==> config.mk <==
export PLATFORM = sky130hd
export DESIGN_NAME = rv32_mc_sequencer_flat
export DESIGN_NICKNAME = d
export VERILOG_FILES = /design/src/rtl/rv32_mc_sequencer_if.sv /design/src/rtl/rv32_mc_sequencer.sv /design/src/flat_wrapper.sv
export SDC_FILE = /design/constraint.sdc
export NUM_CORES = 1
export LEC_CHECK = 0
export ABC_AREA = 1
export CORE_UTILIZATION = 45
export CTS_BUF_LIST = sky130_fd_sc_hd__clkbuf_8
export DETAILED_ROUTE_END_ITERATION = 8
export DONT_BUFFER_PORTS = 1
export PLACE_DENSITY = 0.62
export SLEW_MARGIN = 20
export SYNTH_ARGS = -nofsm -noshare
export SYNTH_HDL_FRONTEND = slang
export SYNTH_SLANG_ARGS = --single-unit
==> constraint.sdc <==
create_clock -name clk -period 3.56 [get_ports clk]
set_input_delay 1.068 -clock clk [delete_from_list [all_inputs] [get_ports clk]]
set_output_delay 1.068 -clock clk [all_outputs]
set_load 0.005 [all_outputs]
==> src/rtl/rv32_mc_sequencer_if.sv <==
// Shared instruction/data memory handshake between the femtoRV32 sequencer and the memory port.
interface rv32_mc_sequencer_if;
  logic mem_req;
  logic mem_we;
  logic mem_addr_sel;
  logic mem_ack;

  modport master (
    output mem_req,
    output mem_we,
    output mem_addr_sel,
    input  mem_ack
  );

  modport slave (
    input  mem_req,
    input  mem_we,
    input  mem_addr_sel,
    output mem_ack
  );
endinterface

==> src/rtl/rv32_mc_sequencer.sv <==
// Multi-cycle control FSM for femtoRV32: fetch/decode/exec/mem/wb over one shared memory port.
// Optional macro RV32_SYSTEM_HALT_EN makes ECALL/EBREAK halt the core cleanly (err stays 0).
module rv32_mc_sequencer #(
  parameter int unsigned MEM_TIMEOUT = 16
) (
  input  logic                       clk,
  input  logic                       rst,
  rv32_mc_sequencer_if.master        mem,
  input  logic [31:0]                ir,
  input  logic                       br_taken,
  output logic                       ir_we,
  output logic                       pc_we,
  output logic [1:0]                 pc_src,
  output logic                       reg_we,
  output logic [1:0]                 wb_sel,
  output logic                       alu_a_sel,
  output logic                       alu_b_sel,
  output logic [2:0]                 state,
  output logic                       halted,
  output logic                       err
);

  typedef enum logic [2:0] {
    StFetch  = 3'd0,
    StDecode = 3'd1,
    StExec   = 3'd2,
    StMem    = 3'd3,
    StWb     = 3'd4,
    StHalt   = 3'd7
  } state_e;

  typedef enum logic [3:0] {
    OpArithR,
    OpArithI,
    OpLui,
    OpAuipc,
    OpJal,
    OpJalr,
    OpBranch,
    OpLoad,
    OpStore,
    OpFence,
    OpSystem,
    OpIllegal
  } op_e;

  localparam int unsigned    CntW   = (MEM_TIMEOUT > 2) ? $clog2(MEM_TIMEOUT) : 1;
  localparam logic [CntW-1:0] CntMax = CntW'(MEM_TIMEOUT - 1);
  localparam bit             WdEn   = (MEM_TIMEOUT != 0);

  state_e          state_q, state_d;
  logic [CntW-1:0] cnt_q, cnt_d;
  logic            err_q, err_d;
  op_e             op;

  logic       mem_req_c, mem_we_c, mem_addr_sel_c;
  logic       ir_we_c, pc_we_c, reg_we_c, alu_a_sel_c, alu_b_sel_c, halted_c;
  logic [1:0] pc_src_c, wb_sel_c;
  logic       wd_expire;

  // Only the opcode field steers control; the rest of ir belongs to the datapath.
  logic unused_ir_bits;
  assign unused_ir_bits = ^ir[31:7];

  always_comb begin
    op = OpIllegal;
    unique case (ir[6:0])
      7'b0110011: op = OpArithR;
      7'b0010011: op = OpArithI;
      7'b0110111: op = OpLui;
      7'b0010111: op = OpAuipc;
      7'b1101111: op = OpJal;
      7'b1100111: op = OpJalr;
      7'b1100011: op = OpBranch;
      7'b0000011: op = OpLoad;
      7'b0100011: op = OpStore;
      7'b0001111: op = OpFence;
      7'b1110011: op = OpSystem;
      default:    op = OpIllegal;
    endcase
  end

  assign wd_expire = WdEn && (cnt_q == CntMax);

  always_comb begin
    state_d        = state_q;
    err_d          = err_q;
    mem_req_c      = 1'b0;
    mem_we_c       = 1'b0;
    mem_addr_sel_c = 1'b0;
    ir_we_c        = 1'b0;
    pc_we_c        = 1'b0;
    pc_src_c       = 2'd0;
    reg_we_c       = 1'b0;
    wb_sel_c       = 2'd0;
    alu_a_sel_c    = 1'b0;
    alu_b_sel_c    = 1'b0;
    halted_c       = 1'b0;

    case (state_q)
      StFetch: begin
        mem_req_c = 1'b1;
        if (mem.mem_ack) begin
          ir_we_c = 1'b1;
          state_d = StDecode;
        end
      end
      StDecode: begin
        if (op == OpIllegal) begin
          err_d   = 1'b1;
          state_d = StHalt;
        end else begin
          state_d = StExec;
        end
      end
      StExec: begin
        pc_we_c = 1'b1;
        state_d = StFetch;
        case (op)
          OpArithR: reg_we_c = 1'b1;
          OpArithI: begin
            alu_b_sel_c = 1'b1;
            reg_we_c    = 1'b1;
          end
          OpLui: begin
            reg_we_c = 1'b1;
            wb_sel_c = 2'd3;
          end
          OpAuipc: begin
            alu_a_sel_c = 1'b1;
            alu_b_sel_c = 1'b1;
            reg_we_c    = 1'b1;
          end
          OpJal: begin
            pc_src_c = 2'd1;
            reg_we_c = 1'b1;
            wb_sel_c = 2'd2;
          end
          OpJalr: begin
            alu_b_sel_c = 1'b1;
            pc_src_c    = 2'd2;
            reg_we_c    = 1'b1;
            wb_sel_c    = 2'd2;
          end
          OpBranch: pc_src_c = br_taken ? 2'd1 : 2'd0;
          OpLoad, OpStore: begin
            alu_b_sel_c = 1'b1;
            pc_we_c     = 1'b0;
            state_d     = StMem;
          end
          OpSystem: begin
`ifdef RV32_SYSTEM_HALT_EN
            pc_we_c = 1'b0;
            state_d = StHalt;
`endif
          end
          default: ;
        endcase
      end
      StMem: begin
        mem_req_c      = 1'b1;
        mem_addr_sel_c = 1'b1;
        alu_b_sel_c    = 1'b1;
        mem_we_c       = (op == OpStore);
        if (mem.mem_ack) begin
          if (op == OpStore) begin
            pc_we_c = 1'b1;
            state_d = StFetch;
          end else begin
            state_d = StWb;
          end
        end
      end
      StWb: begin
        reg_we_c = 1'b1;
        wb_sel_c = 2'd1;
        pc_we_c  = 1'b1;
        state_d  = StFetch;
      end
      StHalt: halted_c = 1'b1;
      default: state_d = StFetch;
    endcase

    // An ack on the final allowed cycle wins over the timeout.
    if (mem_req_c && !mem.mem_ack && wd_expire) begin
      err_d   = 1'b1;
      state_d = StHalt;
    end
  end

  always_comb begin
    cnt_d = '0;
    if (WdEn && mem_req_c && !mem.mem_ack && (state_d == state_q)) begin
      cnt_d = cnt_q + CntW'(1);
    end
  end

  always_ff @(posedge clk) begin
    if (rst) begin
      state_q <= StFetch;
      cnt_q   <= '0;
      err_q   <= 1'b0;
    end else begin
      state_q <= state_d;
      cnt_q   <= cnt_d;
      err_q   <= err_d;
    end
  end

  // Every output is forced low while rst is held.
  always_comb begin
    mem.mem_req      = mem_req_c & ~rst;
    mem.mem_we       = mem_we_c & ~rst;
    mem.mem_addr_sel = mem_addr_sel_c & ~rst;
    ir_we            = ir_we_c & ~rst;
    pc_we            = pc_we_c & ~rst;
    pc_src           = rst ? 2'd0 : pc_src_c;
    reg_we           = reg_we_c & ~rst;
    wb_sel           = rst ? 2'd0 : wb_sel_c;
    alu_a_sel        = alu_a_sel_c & ~rst;
    alu_b_sel        = alu_b_sel_c & ~rst;
    state            = rst ? 3'd0 : state_q;
    halted           = halted_c & ~rst;
    err              = err_q & ~rst;
  end

endmodule

==> src/flat_wrapper.sv <==
// flat-port wrapper written by rule: the top's interface ports become plain ports
module rv32_mc_sequencer_flat 
#(
  parameter int unsigned MEM_TIMEOUT = 16
)
  (clk, rst, ir, br_taken, ir_we, pc_we, pc_src, reg_we, wb_sel, alu_a_sel, alu_b_sel, state, halted, err, mem_mem_req, mem_mem_we, mem_mem_addr_sel, mem_mem_ack);
  rv32_mc_sequencer_if mem_i ();
  input  logic clk;
  input  logic rst;
  input  logic [31:0] ir;
  input  logic br_taken;
  output logic ir_we;
  output logic pc_we;
  output logic [1:0] pc_src;
  output logic reg_we;
  output logic [1:0] wb_sel;
  output logic alu_a_sel;
  output logic alu_b_sel;
  output logic [2:0] state;
  output logic halted;
  output logic err;
  output wire logic [$bits(mem_i.mem_req)-1:0] mem_mem_req;
  output wire logic [$bits(mem_i.mem_we)-1:0] mem_mem_we;
  output wire logic [$bits(mem_i.mem_addr_sel)-1:0] mem_mem_addr_sel;
  input wire logic [$bits(mem_i.mem_ack)-1:0] mem_mem_ack;
  assign mem_mem_req = mem_i.mem_req;
  assign mem_mem_we = mem_i.mem_we;
  assign mem_mem_addr_sel = mem_i.mem_addr_sel;
  assign mem_i.mem_ack = mem_mem_ack;
  rv32_mc_sequencer #(.MEM_TIMEOUT(MEM_TIMEOUT)) u_core (.clk(clk), .rst(rst), .mem(mem_i), .ir(ir), .br_taken(br_taken), .ir_we(ir_we), .pc_we(pc_we), .pc_src(pc_src), .reg_we(reg_we), .wb_sel(wb_sel), .alu_a_sel(alu_a_sel), .alu_b_sel(alu_b_sel), .state(state), .halted(halted), .err(err));
endmodule
==> impl_metrics.json <==
{
  "fin_crit_sh_pct": 87.7,
  "cts.path.max_buffers": 2,
  "min_path_type": "reg2reg",
  "min_period_ps": 3120,
  "finalSetupTns_ps": 0,
  "grt_pass1_wl_mm": 2.79,
  "synth_top_area_share_pct": 19.9,
  "slew_violations": 0,
  "path_clk_slew_ps": 40,
  "grt_setup_unrepaired": "false",
  "synth-edff-count": 0,
  "synth_most_common_cell": "nand2_1",
  "syn_to_final_growth_pct": 7.93,
  "die_h_um": 44.3,
  "gp_congestion": 0.885,
  "dieArea_mm2": 0.00196,
  "grt_util_all_layers_pct": 18.9,
  "placed_cell_area_um2": 827,
  "synth_warnings": 0,
  "synth_nets": 182,
  "hpwl_mm": 1.43,
  "diodes": 0,
  "ys_top_cells_by_count": "32 x nand2_1, 26 x nor2_1, 21 x inv_1",
  "dp_cells": 167,
  "synth_ff_type": "dfxtp_1",
  "cts_max_level": 1,
  "syn_avg_cell_area_um2": 5.55,
  "total_power_mw": 0.312,
  "coreArea_mm2": 0.00159,
  "ant_nets": 0,
  "p_per_area_mw_per_mm2": 360,
  "skew_ps": 2.64,
  "clkSinkCount": 8,
  "dieWidth_um": 44.3,
  "worst_setup_path_end_kind": "output pin",
  "antenna_found_initial": 0,
  "synthCells": 145,
  "outcome": "finished clean",
  "grt_pass1_vias": 656,
  "vdd_drop_max_v": 0.000284,
  "synth-seq-cells": 8,
  "maxCapViolCount": 0,
  "rows": 14,
  "seq_area_frac_synth_pct": 19.9,
  "hold_viol": 0,
  "synth_area_um2": 805,
  "numPortBuffers": 0,
  "cts_tree": "done",
  "dr.first_iter.drc_count": 28,
  "wl_per_cell_um": 10.1,
  "fillers": 182,
  "startpoint_type": "input pin",
  "worst-endpoint-required_ps": 2490,
  "relSlewSlack_pct": 69.0,
  "first_pass_iters": 4,
  "cts.hold.buffers_added": 0,
  "fmax_ghz": 0.320,
  "power_leakage_nw": 0.465,
  "vias": 861,
  "fin_area_um2": 868,
  "synth_area_leaders": "dfxtp_1 20%, nand2_1 15%, nor2_1 12%",
  "via_per_inst": 5.06,
  "clk_latency_ps": 220,
  "crit_path_max_fanout": 4,
  "drive_gt1_share_pct": 13.0,
  "wl_mm": 1.72,
  "cts_buffers": 3,
  "synth.distinct_cells": 24,
  "arrival_ps": 2050,
  "criticalPathCategory": "in2out",
  "io_pins": 53,
  "worstMarginPinSlew_ps": 461,
  "ctsResizeCount": 0,
  "post-cts-setup-buffers": 0,
  "initial_utilization_pct": 50.5,
  "overflow": 0,
  "synth_top_area_cell": "dfxtp_1",
  "fin_util_pct": 54.5,
  "grt_max_degree": 21,
  "setup_viol": 0,
  "fin_nets": 185,
  "post-route-drc-count": 0,
  "fin_cells": 170,
  "cts_root_buffer": "clkbuf_8",
  "async_flop_share_pct": 0
}
==> power breakdown <==
part	leakage (nW)	internal (mW)	switching, mW
Sequential	0.0653	0.101	0.0113
Clock	0.0216	0.0729	0.0324
Combinational	0.378	0.0323	0.0623
Total	0.465	0.206	0.106
==> through the flow <==
step                      hold WS (ps)  setup slack (ps)
after floorplan                    417               581
after global placement             434               456
after detailed placement           442               437
after CTS                          448               437
after global routing               475               292
final                              448               438
==> cell type report <==
cell class              instances  area [µm²]  area share, %
well taps                      24        30.0           3.46
clock buffers                   3        41.3           4.76
multi-input cells             110         543           62.5
inverters                      25        93.8           10.8
flip-flops and latches          8         160           18.4
==> state kept, by name, summed over array words and instances, names as in the netlist <==
register        flops
u_core.state_q      3
u_core.err_q        1
u_core.cnt_q        4
==> cell families after synthesis <==
| logic type | after synthesis | share of synthesized area (%) |
|---|---|---|
| buffers and inverters | 27 | 12.6 |
| xor gates and xnor gates | 2 | 2.18 |
| adders and majority gates | 1 | 1.55 |
| and+or+nand+nor | 90 | 52.6 |
| AOI/OAI and AO/OA | 17 | 11.2 |
| DFF | 8 | 19.9 |
==> critical path: stages <==
cell and delay [ps]:
nand2_1 120, nor2_1 90, nand2_1 150, nand3_2 110, nor2_2 140, nand2_1 90, nand2_1 70, nand3_1 60
nor2_1 150
==> layout by cell type (no fill, tap or decap), types with 4 or more instances in the layout <==
cell,count
nand2_1,32
nor2_1,26
inv_1,21
nor3_1,8
dfxtp_1,8
a21oi_1,7
o21ai_0,7
nand3_1,6
nor2_2,4
nand4_1,4
nand2_2,4
==> metal layers <==
layer | track usage (%) | vias to the layer above | wire length [µm]
met5 | 0 | - | 0
met4 | 1.82 | 0 | 0
met3 | 7.35 | 0 | 97
met2 | 29.1 | 31 | 701
met1 | 25.9 | 361 | 921
li1 | - | 469 | -
==> path summary, 6_finish.rpt <==
path	cells past startpoint	start	slack [ps]	to
hold / removal	1	u_core.cnt_q[0]	450	u_core.cnt_q[0]
hold reg to reg	1	u_core.cnt_q[0]	450	u_core.cnt_q[0]
setup / recovery	9	ir[1]	440	alu_a_sel
setup reg to reg	11	u_core.state_q[0]	2100	u_core.cnt_q[3]
No activity file was read; power rests on OpenSTA's default activity.
